--- src/rtl/cpu_run_sequencer.sv ---
// Run/dump controller: enables the CPU until halt or a cycle limit, then streams registers 0..DUMP_REGS-1.
// Optional abort path is built when CPU_SEQ_ABORT_EN is defined.
module cpu_run_sequencer #(
  parameter int DATA_W    = 32,
  parameter int ADDR_W    = 5,
  parameter int DUMP_REGS = 12,
  parameter int CNT_W     = 16
) (
  input  logic              clk_i,
  input  logic              rst_i,
  input  logic              start_i,
  input  logic [CNT_W-1:0]  max_cycles_i,
  input  logic              halt_i,
  output logic              cpu_run_o,
  output logic [ADDR_W-1:0] rf_raddr_o,
  input  logic [DATA_W-1:0] rf_rdata_i,
  output logic              dump_valid_o,
  input  logic              dump_ready_i,
  output logic [ADDR_W-1:0] dump_idx_o,
  output logic [DATA_W-1:0] dump_data_o,
  output logic              busy_o,
  output logic              done_o,
  output logic              timeout_o,
  output logic [CNT_W-1:0]  cycles_o
`ifdef CPU_SEQ_ABORT_EN
  ,
  input  logic              abort_i,
  output logic              aborted_o
`endif
);

  typedef enum logic [2:0] {S_IDLE, S_RUN, S_DUMP_RD, S_DUMP_TX, S_DONE} state_t;

  localparam logic [ADDR_W-1:0] LAST_IDX = ADDR_W'(DUMP_REGS - 1);

  state_t              state_reg, state_next;
  logic [CNT_W-1:0]    limit_reg, limit_next;
  logic [CNT_W-1:0]    cycles_reg, cycles_next;
  logic                timeout_reg, timeout_next;
  logic [ADDR_W-1:0]   idx_reg, idx_next;
  logic [ADDR_W-1:0]   dump_idx_reg, dump_idx_next;
  logic [DATA_W-1:0]   dump_data_reg, dump_data_next;
  logic                dump_valid_reg, dump_valid_next;
  logic                aborted_reg, aborted_next;
  logic                abort_req;
  logic                busy;
  logic [CNT_W-1:0]    cycles_inc;
  logic                limit_hit;

`ifdef CPU_SEQ_ABORT_EN
  assign abort_req = abort_i;
  assign aborted_o = aborted_reg;
`else
  assign abort_req = 1'b0;
`endif

  assign busy       = (state_reg == S_RUN) || (state_reg == S_DUMP_RD) || (state_reg == S_DUMP_TX);
  assign cycles_inc = cycles_reg + 1'b1;
  // Limit compares against the count including the current cycle, giving exactly max_cycles enabled cycles.
  assign limit_hit  = (limit_reg != '0) && (cycles_inc == limit_reg);

  always_ff @(posedge clk_i or negedge rst_i) begin
    if (!rst_i) begin
      state_reg      <= S_IDLE;
      limit_reg      <= '0;
      cycles_reg     <= '0;
      timeout_reg    <= 1'b0;
      idx_reg        <= '0;
      dump_idx_reg   <= '0;
      dump_data_reg  <= '0;
      dump_valid_reg <= 1'b0;
      aborted_reg    <= 1'b0;
    end else begin
      state_reg      <= state_next;
      limit_reg      <= limit_next;
      cycles_reg     <= cycles_next;
      timeout_reg    <= timeout_next;
      idx_reg        <= idx_next;
      dump_idx_reg   <= dump_idx_next;
      dump_data_reg  <= dump_data_next;
      dump_valid_reg <= dump_valid_next;
      aborted_reg    <= aborted_next;
    end
  end

  always_comb begin
    state_next      = state_reg;
    limit_next      = limit_reg;
    cycles_next     = cycles_reg;
    timeout_next    = timeout_reg;
    idx_next        = idx_reg;
    dump_idx_next   = dump_idx_reg;
    dump_data_next  = dump_data_reg;
    dump_valid_next = dump_valid_reg;
    aborted_next    = aborted_reg;

    unique case (state_reg)
      S_IDLE, S_DONE: begin
        if (start_i) begin
          state_next   = S_RUN;
          limit_next   = max_cycles_i;
          cycles_next  = '0;
          timeout_next = 1'b0;
          idx_next     = '0;
          aborted_next = 1'b0;
        end
      end
      S_RUN: begin
        if (cycles_reg != '1) cycles_next = cycles_inc;
        if (halt_i) begin
          state_next = S_DUMP_RD;
        end else if (limit_hit) begin
          state_next   = S_DUMP_RD;
          timeout_next = 1'b1;
        end
      end
      S_DUMP_RD: begin
        dump_data_next  = rf_rdata_i;
        dump_idx_next   = idx_reg;
        dump_valid_next = 1'b1;
        state_next      = S_DUMP_TX;
      end
      S_DUMP_TX: begin
        if (dump_valid_reg && dump_ready_i) begin
          dump_valid_next = 1'b0;
          if (idx_reg == LAST_IDX) begin
            state_next = S_DONE;
          end else begin
            idx_next   = idx_reg + 1'b1;
            state_next = S_DUMP_RD;
          end
        end
      end
      default: state_next = S_IDLE;
    endcase

    // Abort overrides every exit decided above, including a same-cycle halt or limit.
    if (abort_req && busy) begin
      state_next      = S_DONE;
      dump_valid_next = 1'b0;
      timeout_next    = timeout_reg;
      aborted_next    = 1'b1;
    end
  end

  assign cpu_run_o    = (state_reg == S_RUN);
  assign rf_raddr_o   = idx_reg;
  assign dump_valid_o = dump_valid_reg;
  assign dump_idx_o   = dump_idx_reg;
  assign dump_data_o  = dump_data_reg;
  assign busy_o       = busy;
  assign done_o       = (state_reg == S_DONE);
  assign timeout_o    = timeout_reg;
  assign cycles_o     = cycles_reg;

`ifndef CPU_SEQ_ABORT_EN
  logic unused_abort;
  assign unused_abort = aborted_reg;
`endif

endmodule

--- config.mk ---
export PLATFORM = sky130hd
export DESIGN_NAME = cpu_run_sequencer
export DESIGN_NICKNAME = d
export VERILOG_FILES = /design/src/rtl/cpu_run_sequencer.sv
export SDC_FILE = /design/constraint.sdc
export NUM_CORES = 1
export LEC_CHECK = 0
export ABC_AREA = 1
export BUFFER_PORTS_ARGS = -buffer_cell sky130_fd_sc_hd__buf_2
export CORE_ASPECT_RATIO = 1.5
export CORE_UTILIZATION = 47
export DETAILED_ROUTE_END_ITERATION = 10
export GPL_TIMING_DRIVEN = 0
export PLACE_DENSITY_LB_ADDON = 0.1
export SYNTH_ARGS = -nofsm -noshare
export SYNTH_HDL_FRONTEND = slang
export SYNTH_SLANG_ARGS = --single-unit
--- constraint.sdc ---
create_clock -name clk_i -period 2.7 [get_ports clk_i]
set_input_delay 0.135 -clock clk_i [delete_from_list [all_inputs] [get_ports clk_i]]
set_output_delay 0.135 -clock clk_i [all_outputs]
set_load 0.02 [all_outputs]
### Word level (Yosys, flattened, before mapping)

Cells that the tools add are included.

* multiplexer cells: 19
* reductions and logical operators: 16
* eq/ne operators: 14
* add/sub/neg operators: 2

Operators by type and width (number)
* $mux 16: 2
* $pmux 16 s2: 1
* $add 16x1->16 const B: 1
* $eq 16x16->1: 1
* $ne 16x16->1 const B: 1
* $reduce_bool 16->1: 1
* $mux 3: 5
* $mux 5: 3
* $pmux 3 s4: 1
* $pmux 5 s2: 1
* $reduce_and 4->1: 2
* $eq 3x2->1 const B: 2
* $ne 2x1->1 const B: 3
* $ne 2x2->1 const B: 3
* $reduce_and 3->1: 2
* $reduce_bool 2->1: 3
* $add 5x1->5 const B: 1
* $eq 5x4->1 const B: 1
* $mux 1: 4
* $pmux 1 s2: 2
* $reduce_and 2->1: 2
* $eq 3x1->1 const B: 1
* $eq 3x3->1 const B: 1
* $logic_not 3->1: 1
* 4 further kinds: 6

* bits of input ports: 53
* register bits after elaboration: 79
* word-level logic and storage cells: 59

### Logic depth before layout (Yosys ltp)

Gate-level depths: netlist of run 1.

* depth after elaboration: 6
* depth in mapped cells: 17
* depth with buffers taken out: 17

### Worst setup path after synthesis of run 1

OpenSTA, ideal clock, no wires.

* kind: flip-flop to flip-flop
* start point: reg cycles_reg[0], in the netlist cycles_o[0]
* end point: reg state_reg[2]
* path buffers: 0
* period minus slack after synthesis: 2033 ps
* arrival: 1916 ps
* cell stages (with the launch flop): 15
* setup slack: 667 ps
* data required time: 2583 ps
* cell sequence: dfrtp_1 ha_1 nand2_1 nor2_2 nand4_2 nand2_1 nand2_1 nand2_1 nand3_1 nor2_1 nand2_1 nand2_2 nand2_1 nand2_1 nand2_1

* word-level cells in the longest chain between the ends: 5

RTL lines
* start, declared: line 38 `logic [CNT_W-1:0] cycles_reg, cycles_next;`
* start signal, assigned: line 76 `cycles_reg <= cycles_next;`
* $add 16x1->16: line 58 `assign cycles_inc = cycles_reg + 1'b1;`
* $eq 16x16->1: line 60 `assign limit_hit = (limit_reg != '0) && (cycles_inc == limit_reg);`
* $logic_and 1x1->1: line 60
* $ne 3x2->1 (no source line)
* $reduce_and 3->1 (no source line)
* end signal, assigned: line 74 `state_reg <= state_next;`
* end, declared: line 36 `state_t state_reg, state_next;`

No other way between the ends.
A chain may end at the register's enable or synchronous reset.

### Final worst setup path of run 1

Ends and elaborated chain as after synthesis.

==> results of run 1 <==
==> worst register-to-register path, cell delays in order (launching register included) <==
cell and delay (ps):
dfrtp_1 510, ha_1 270, nand2_1 100, nor2_2 300
nand3_1 160, nand3_1 130, nand2_1 60, inv_1 50
nand2_1 50, nor2_1 90, nand2_1 90, nor2_1 140
nand2_1 80, nand2_2 100, nand2_1 60, nand2_1 60
nand2_1 40
==> layout make-up <==
type | instances | area, um^2
Tap cell | 105 | 131
Buffer | 11 | 50.0
Sequential cell | 79 | 1980
Inverter | 54 | 206
Clock inverter | 6 | 93.8
Fill cell | 717 | 2750
Timing Repair Buffer | 145 | 896
Multi-Input combinational cell | 358 | 1720
Clock buffer | 10 | 239
==> where the power goes <==
part	switching, mW	leakage [nW]	internal, mW
clock network	0.500	0.159	0.840
registers	0.331	1.01	1.65
logic	1.87	1.63	0.917
total	2.71	2.80	3.41
==> kinds of logic (layout without fill, tap and decap cells) <==
family | Yosys count | after routing | share of synthesized area [%]
AO/OA/AOI/OAI | 47 | 47 | 7.22
XOR/XNOR | 5 | 5 | 1.46
adder cells (fa/ha/maj) | 2 | 2 | 0.634
buffers and inverters | 65 | 226 | 6.50
flip-flops | 79 | 79 | 50.1
AND/OR/NAND/NOR | 304 | 304 | 34.1
==> cell usage after synthesis, drive strengths merged, types with 9 or more instances <==
master  instances
clkbuf          9
nand4          10
dfrtp          79
nor2           35
inv            51
nand3          44
nand2         208
o22ai          13
o21ai          29
==> through the flow <==
stage | util, % | hold slack [ps]
5_1_grt | 65.9 | 13.3
3_5_place_dp | 58.2 | 115
2_1_floorplan | - | -161
4_1_cts | 65.9 | 0.429
3_3_place_gp | 57.8 | 334
6_report | 65.9 | 7.01
==> path summary, 6_finish.rpt <==
kind / cells past startpoint / from / slack [ps] / to
setup / recovery: 16 / cycles_o[0]$_DFFE_PN0P_ / 320 / state_reg[2]$_DFFE_PN0P_
hold / removal: 3 / rf_rdata_i[7] / 7 / dump_data_o[7]$_DFFE_PN0P_
setup reg to reg: 16 / cycles_o[0]$_DFFE_PN0P_ / 320 / state_reg[2]$_DFFE_PN0P_
hold reg to reg: 2 / dump_data_o[13]$_DFFE_PN0P_ / 460 / dump_data_o[13]$_DFFE_PN0P_
max in group asynchronous: 3 / rst_i / 1820 / timeout_o$_DFFE_PN0P_
min in group asynchronous: 2 / rst_i / 290 / limit_reg[7]$_DFFE_PN0P_
==> per-layer routing <==
layer  GRT usage [%]  vias to the layer above  wire length (um)
met5               0                        -                 0
met1            26.2                     1809              4000
li1                -                     1917                 -
met3            5.02                       22               476
met4            12.3                        0               281
met2            47.4                      109              5680
==> flow_summary.yaml, run 1 <==
floorplan:
  rows: 40
  die_w_um: 76.8
  initial_core_util_pct: 49.0
  ios: 116
  die_area_um2: 8780
  coreArea_um2: 8060
  die_y_um: 114
clock_network:
  cts_buffer_depth: 2
  cts_resized: 0
  clock_sinks: 79
  clkLatencyLatePin_ps: 340
  cts_root_buffer: "clkbuf_16"
  cts_tree: "done"
  cts.clk_slew.worst_paths_ps: 60
  cts_setup_buffers: 0
  cts_max_level: 3
  cts_buffers: 9
  cts_hold_buffers: 29
synth:
  synth_sequential_area_ratio_pct: 50.1
  yosysWarnings: 0
  synth.avg_cell_area_um2: 7.87
  synth_cell_types: 36
  synth_fp_nets: 557
  async_reset_ff_share_pct: 100
  synth_edf_count: 0
  netlist.area_leader.share_pct: 50.1
  synth.area.top_cells: "dfrtp_1, nand2_1, nand3_1"
  netlist_area_um2: 3950
  syn-instance-count: 502
  synth-main-ff-cell: "dfrtp_1"
  yosysTopAreaCell: "dfrtp_1"
  ys_seq_elements: 79
sta:
  finalCriticalPeriod_ps: 2380
  fin_skew_ps: 5.05
  setup_ws_ps: 319
  fin_crit_sh_pct: 88.2
  setup_viol: 0
  finalMaxSlewViolations: 0
  finalHoldViolCount: 0
  rsz0062_at_grt: "no"
  setup_tns_ps: 0
  timing.fmax_mhz: 420
  worst_slew_pin_slew_ps: 529
  maxSlewHeadroom_pct: 64.6
pwr:
  cellLeakagePower_nw: 2.80
  power_density_nw_per_um2: 1150
  power_mw: 6.11
  ir_drop_uv: 718
setup_path:
  slowest_delay_ps: 510
  cp.required_ps: 2930
  start_kind: "flop"
  cp_cell_sequence: "ha_1 -> nand2_1 -> nor2_2 -> nand3_1 -> nand3_1 -> nand2_1 -> inv_1 -> nand2_1 -> nor2_1 -> nand2_1 -> nor2_1 -> nand2_1 -> nand2_2 -> nand2_1 -> nand2_1 -> nand2_1"
  critPathKind: "flop to flop"
  critical_path_arrival_ps: 2610
  crit_fanout: 7
  crit_top_cell: "nand2_1"
  cp_top_family: "simple AND/OR/NAND/NOR gates"
  slowest_stage: "dfrtp_1"
  cp-end-kind: "flop"
  path_buf_inv: 1
route:
  postRouteAntennaNets: 0
  drt_iter0_drc: 205
  wl_mm: 10.4
  via_count: 3857
  drcViolationCount: 0
  wl_per_cell_um: 13.6
  avgViaCountPerCell: 5.02
  drtPass1Iterations: 4
global_routing:
  antenna_found_initial: 0
  overflow: 0
  grt_pass1_vias: 3769
  grt_pass1_wl_mm: 16.9
  grt_max_degree: 48
  grt_usage_pct: 25.1
final_layout:
  layout_common_cells: "nand2_1, buf_2, dfrtp_1, inv_1, nand3_1"
  layout.nets: 713
  largest_register_ffs: 32
  layout.cells.non_filler: 768
  drive_gt1_share_pct: 24.3
  area_growth_pct: 34.4
  final_common_cell: "nand2_1"
  n_antenna_cell: 0
  fin_area_um2: 5310
placement:
  dp_hpwl_mm: 7.59
  dp.cells: 723
  post-place-ws_ps: 332
  placed_area_um2: 4690
  place_congestion: 0.897
  portBuffers: 115
run:
  max_cap_viol_count: 0
worst_hold_path:
  hold_path_class: "input port to flop"
status:
  status: "complete, no violations"
(Power assumes the default switching activity.)
==> run 2: changes to the inputs <==
--- a/config.mk
+++ b/config.mk
@@ -8,10 +8,10 @@
 export ABC_AREA = 1
 export BUFFER_PORTS_ARGS = -buffer_cell sky130_fd_sc_hd__buf_2
 export CORE_ASPECT_RATIO = 1.5
-export CORE_UTILIZATION = 47
+export CORE_UTILIZATION = 52
 export DETAILED_ROUTE_END_ITERATION = 10
 export GPL_TIMING_DRIVEN = 0
-export PLACE_DENSITY_LB_ADDON = 0.1
+export PLACE_DENSITY = 0.85
 export SYNTH_ARGS = -nofsm -noshare
 export SYNTH_HDL_FRONTEND = slang
 export SYNTH_SLANG_ARGS = --single-unit
==> run 2 against run 1 <==
Net effect:
- flip-flop and latch count stayed put
- critical path depth stayed put
- sequential share of layout area is 0.34 points lower
- maximum frequency is 1.2% lower
- combinational power is 4% higher
- largest cell class unchanged
==> flow_summary.yaml, run 2 (synthesis gave the netlist of run 1 again) <==
status:
  status: "complete, no violations"
route:
  drtPass1Iterations: 7
  avgViaCountPerCell: 5.26
  via_count: 4108
  drcViolationCount: 0
  drt_iter0_drc: 283
  postRouteAntennaNets: 0
  wl_per_cell_um: 15.2
  wl_mm: 11.9
sta:
  setup_ws_ps: 290
  finalMaxSlewViolations: 0
  maxSlewHeadroom_pct: 64.7
  fin_crit_sh_pct: 89.3
  rsz0062_at_grt: "no"
  finalCriticalPeriod_ps: 2410
  setup_viol: 0
  finalHoldViolCount: 0
  setup_tns_ps: 0
  timing.fmax_mhz: 415
  fin_skew_ps: 11.8
  worst_slew_pin_slew_ps: 529
floorplan:
  die_y_um: 109
  die_area_um2: 7950
  ios: 116
  die_w_um: 73.2
  rows: 38
  coreArea_um2: 7270
  initial_core_util_pct: 54.3
worst_hold_path:
  hold_path_class: "input port to flop"
global_routing:
  grt_pass1_vias: 4052
  grt_max_degree: 64
  antenna_found_initial: 0
  grt_pass1_wl_mm: 18.7
  grt_usage_pct: 31.4
  overflow: 0
clock_network:
  cts_resized: 0
  cts_max_level: 3
  cts_setup_buffers: 0
  cts_buffers: 9
  cts.clk_slew.worst_paths_ps: 80
  clkLatencyLatePin_ps: 360
  clock_sinks: 79
  cts_root_buffer: "clkbuf_8"
  cts_tree: "done"
  cts_hold_buffers: 48
  cts_buffer_depth: 2
final_layout:
  drive_gt1_share_pct: 23.3
  layout_common_cells: "nand2_1, buf_2, dfrtp_1, dlygate4sd3_1, inv_1"
  fill_cells: 548
  largest_register_ffs: 32
  layout.nets: 732
  multiInputGateArea_um2: 1720
  area_growth_pct: 35.7
  n_antenna_cell: 0
  seq_area_um2: 1980
  final_common_cell: "nand2_1"
  fin_util_pct: 73.6
setup_path:
  cp_cell_sequence: "ha_1 -> nand2_1 -> nor2_2 -> nand3_1 -> nand3_1 -> nand2_1 -> inv_1 -> nand2_1 -> nor2_1 -> nand2_1 -> nor2_1 -> nand2_1 -> nand2_2 -> nand2_1 -> nand2_1 -> nand2_1"
  slowest_delay_ps: 510
  cp.required_ps: 2950
  crit_top_cell: "nand2_1"
  slowest_stage: "dfrtp_1"
  cp-end-kind: "flop"
  critical_path_arrival_ps: 2660
  critPathKind: "flop to flop"
  start_kind: "flop"
  crit_fanout: 7
placement:
  portBuffers: 115
  dp_hpwl_mm: 7.51
  place_congestion: 0.921
  post-place-ws_ps: 347
pwr:
  power_frac_seq_pct: 34.5
  intPower_mw: 3.06
  p_sw_share_pct: 47.3
  power.switching_mw: 2.74
  p_comb_share_pct: 49.9
  power_density_nw_per_um2: 1080
  cellLeakagePower_nw: 2.82
  p_clk_share_pct: 15.6
  ir_drop_uv: 692
run:
  max_cap_viol_count: 0
[run 2: cell count changes in the layout (fill, tap and decap cells not counted)]
cell	change
clkbuf_8	+10
clkinv_2	+1
dlygate4sd3_1	+19
clkbuf_1	+1
bufinv_16	-1
clkbuf_16	-9
clkinv_4	-3
[run 2: power by group through the flow]
stage	clock network [mW]	registers (mW)	logic, mW
finish	0.903	2.00	2.89
global route	0.951	2.05	3.17
CTS	0.909	1.98	2.83
detailed placement	0	1.99	2.77
global placement	0	1.97	2.69
floorplan	0	2.34	1.53
[run 2: critical path: cells and delay by family (launching register included)]
family / cells / cell delay (ps)
AND/OR/NAND/NOR: 14 / 1470
flip-flops: 1 / 510
adder cells (fa/ha/maj): 1 / 270
buffers and inverters: 1 / 50
[run 2: metrics by stage]
step | power (mW) | area (um^2) | hold WS, ps | instances
after floorplan | 3.87 | 3950 | -161 | 502
after global placement | 4.67 | 4650 | 334 | 717
after detailed placement | 4.76 | 4680 | 23.3 | 718
after global routing | 6.18 | 5360 | 8.11 | 781
final | 5.80 | 5360 | 13.9 | 781
after CTS | 5.71 | 5360 | 0.672 | 781
[run 2: per-layer routing]
| metal | up-vias | wire, um | track usage, % |
|---|---|---|---|
| met4 | 0 | 330 | 13.9 |
| met5 | - | 0 | 0 |
| li1 | 1951 | - | - |
| met3 | 31 | 775 | 7.39 |
| met2 | 195 | 6350 | 56.9 |
| met1 | 1931 | 4450 | 33.9 |
[run 2: worst paths after layout]
| path | startpoint | endpoint | slack (ps) | depth (start not counted) |
|---|---|---|---|---|
| max | cycles_o[0]$_DFFE_PN0P_ | state_reg[2]$_DFFE_PN0P_ | 290 | 16 |
| min | max_cycles_i[15] | limit_reg[15]$_DFFE_PN0P_ | 10 | 3 |
| min reg2reg | dump_data_o[6]$_DFFE_PN0P_ | dump_data_o[6]$_DFFE_PN0P_ | 470 | 2 |
| max reg2reg | cycles_o[0]$_DFFE_PN0P_ | state_reg[2]$_DFFE_PN0P_ | 290 | 16 |
| max in group asynchronous | rst_i | cycles_o[13]$_DFFE_PN0P_ | 1910 | 3 |
| min in group asynchronous | rst_i | limit_reg[5]$_DFFE_PN0P_ | 190 | 2 |
[run 2: area by class of cell]
| cell class | count | share of cell area [%] |
|---|---|---|
| buffer | 11 | 0.934 |
| clock buffer | 12 | 2.90 |
| clock inverter | 3 | 0.794 |
| inverter | 54 | 3.85 |
| multi-input combinational | 358 | 32.0 |
| sequential | 79 | 36.9 |
| tap | 100 | 2.34 |
| timing repair buffer | 164 | 20.3 |
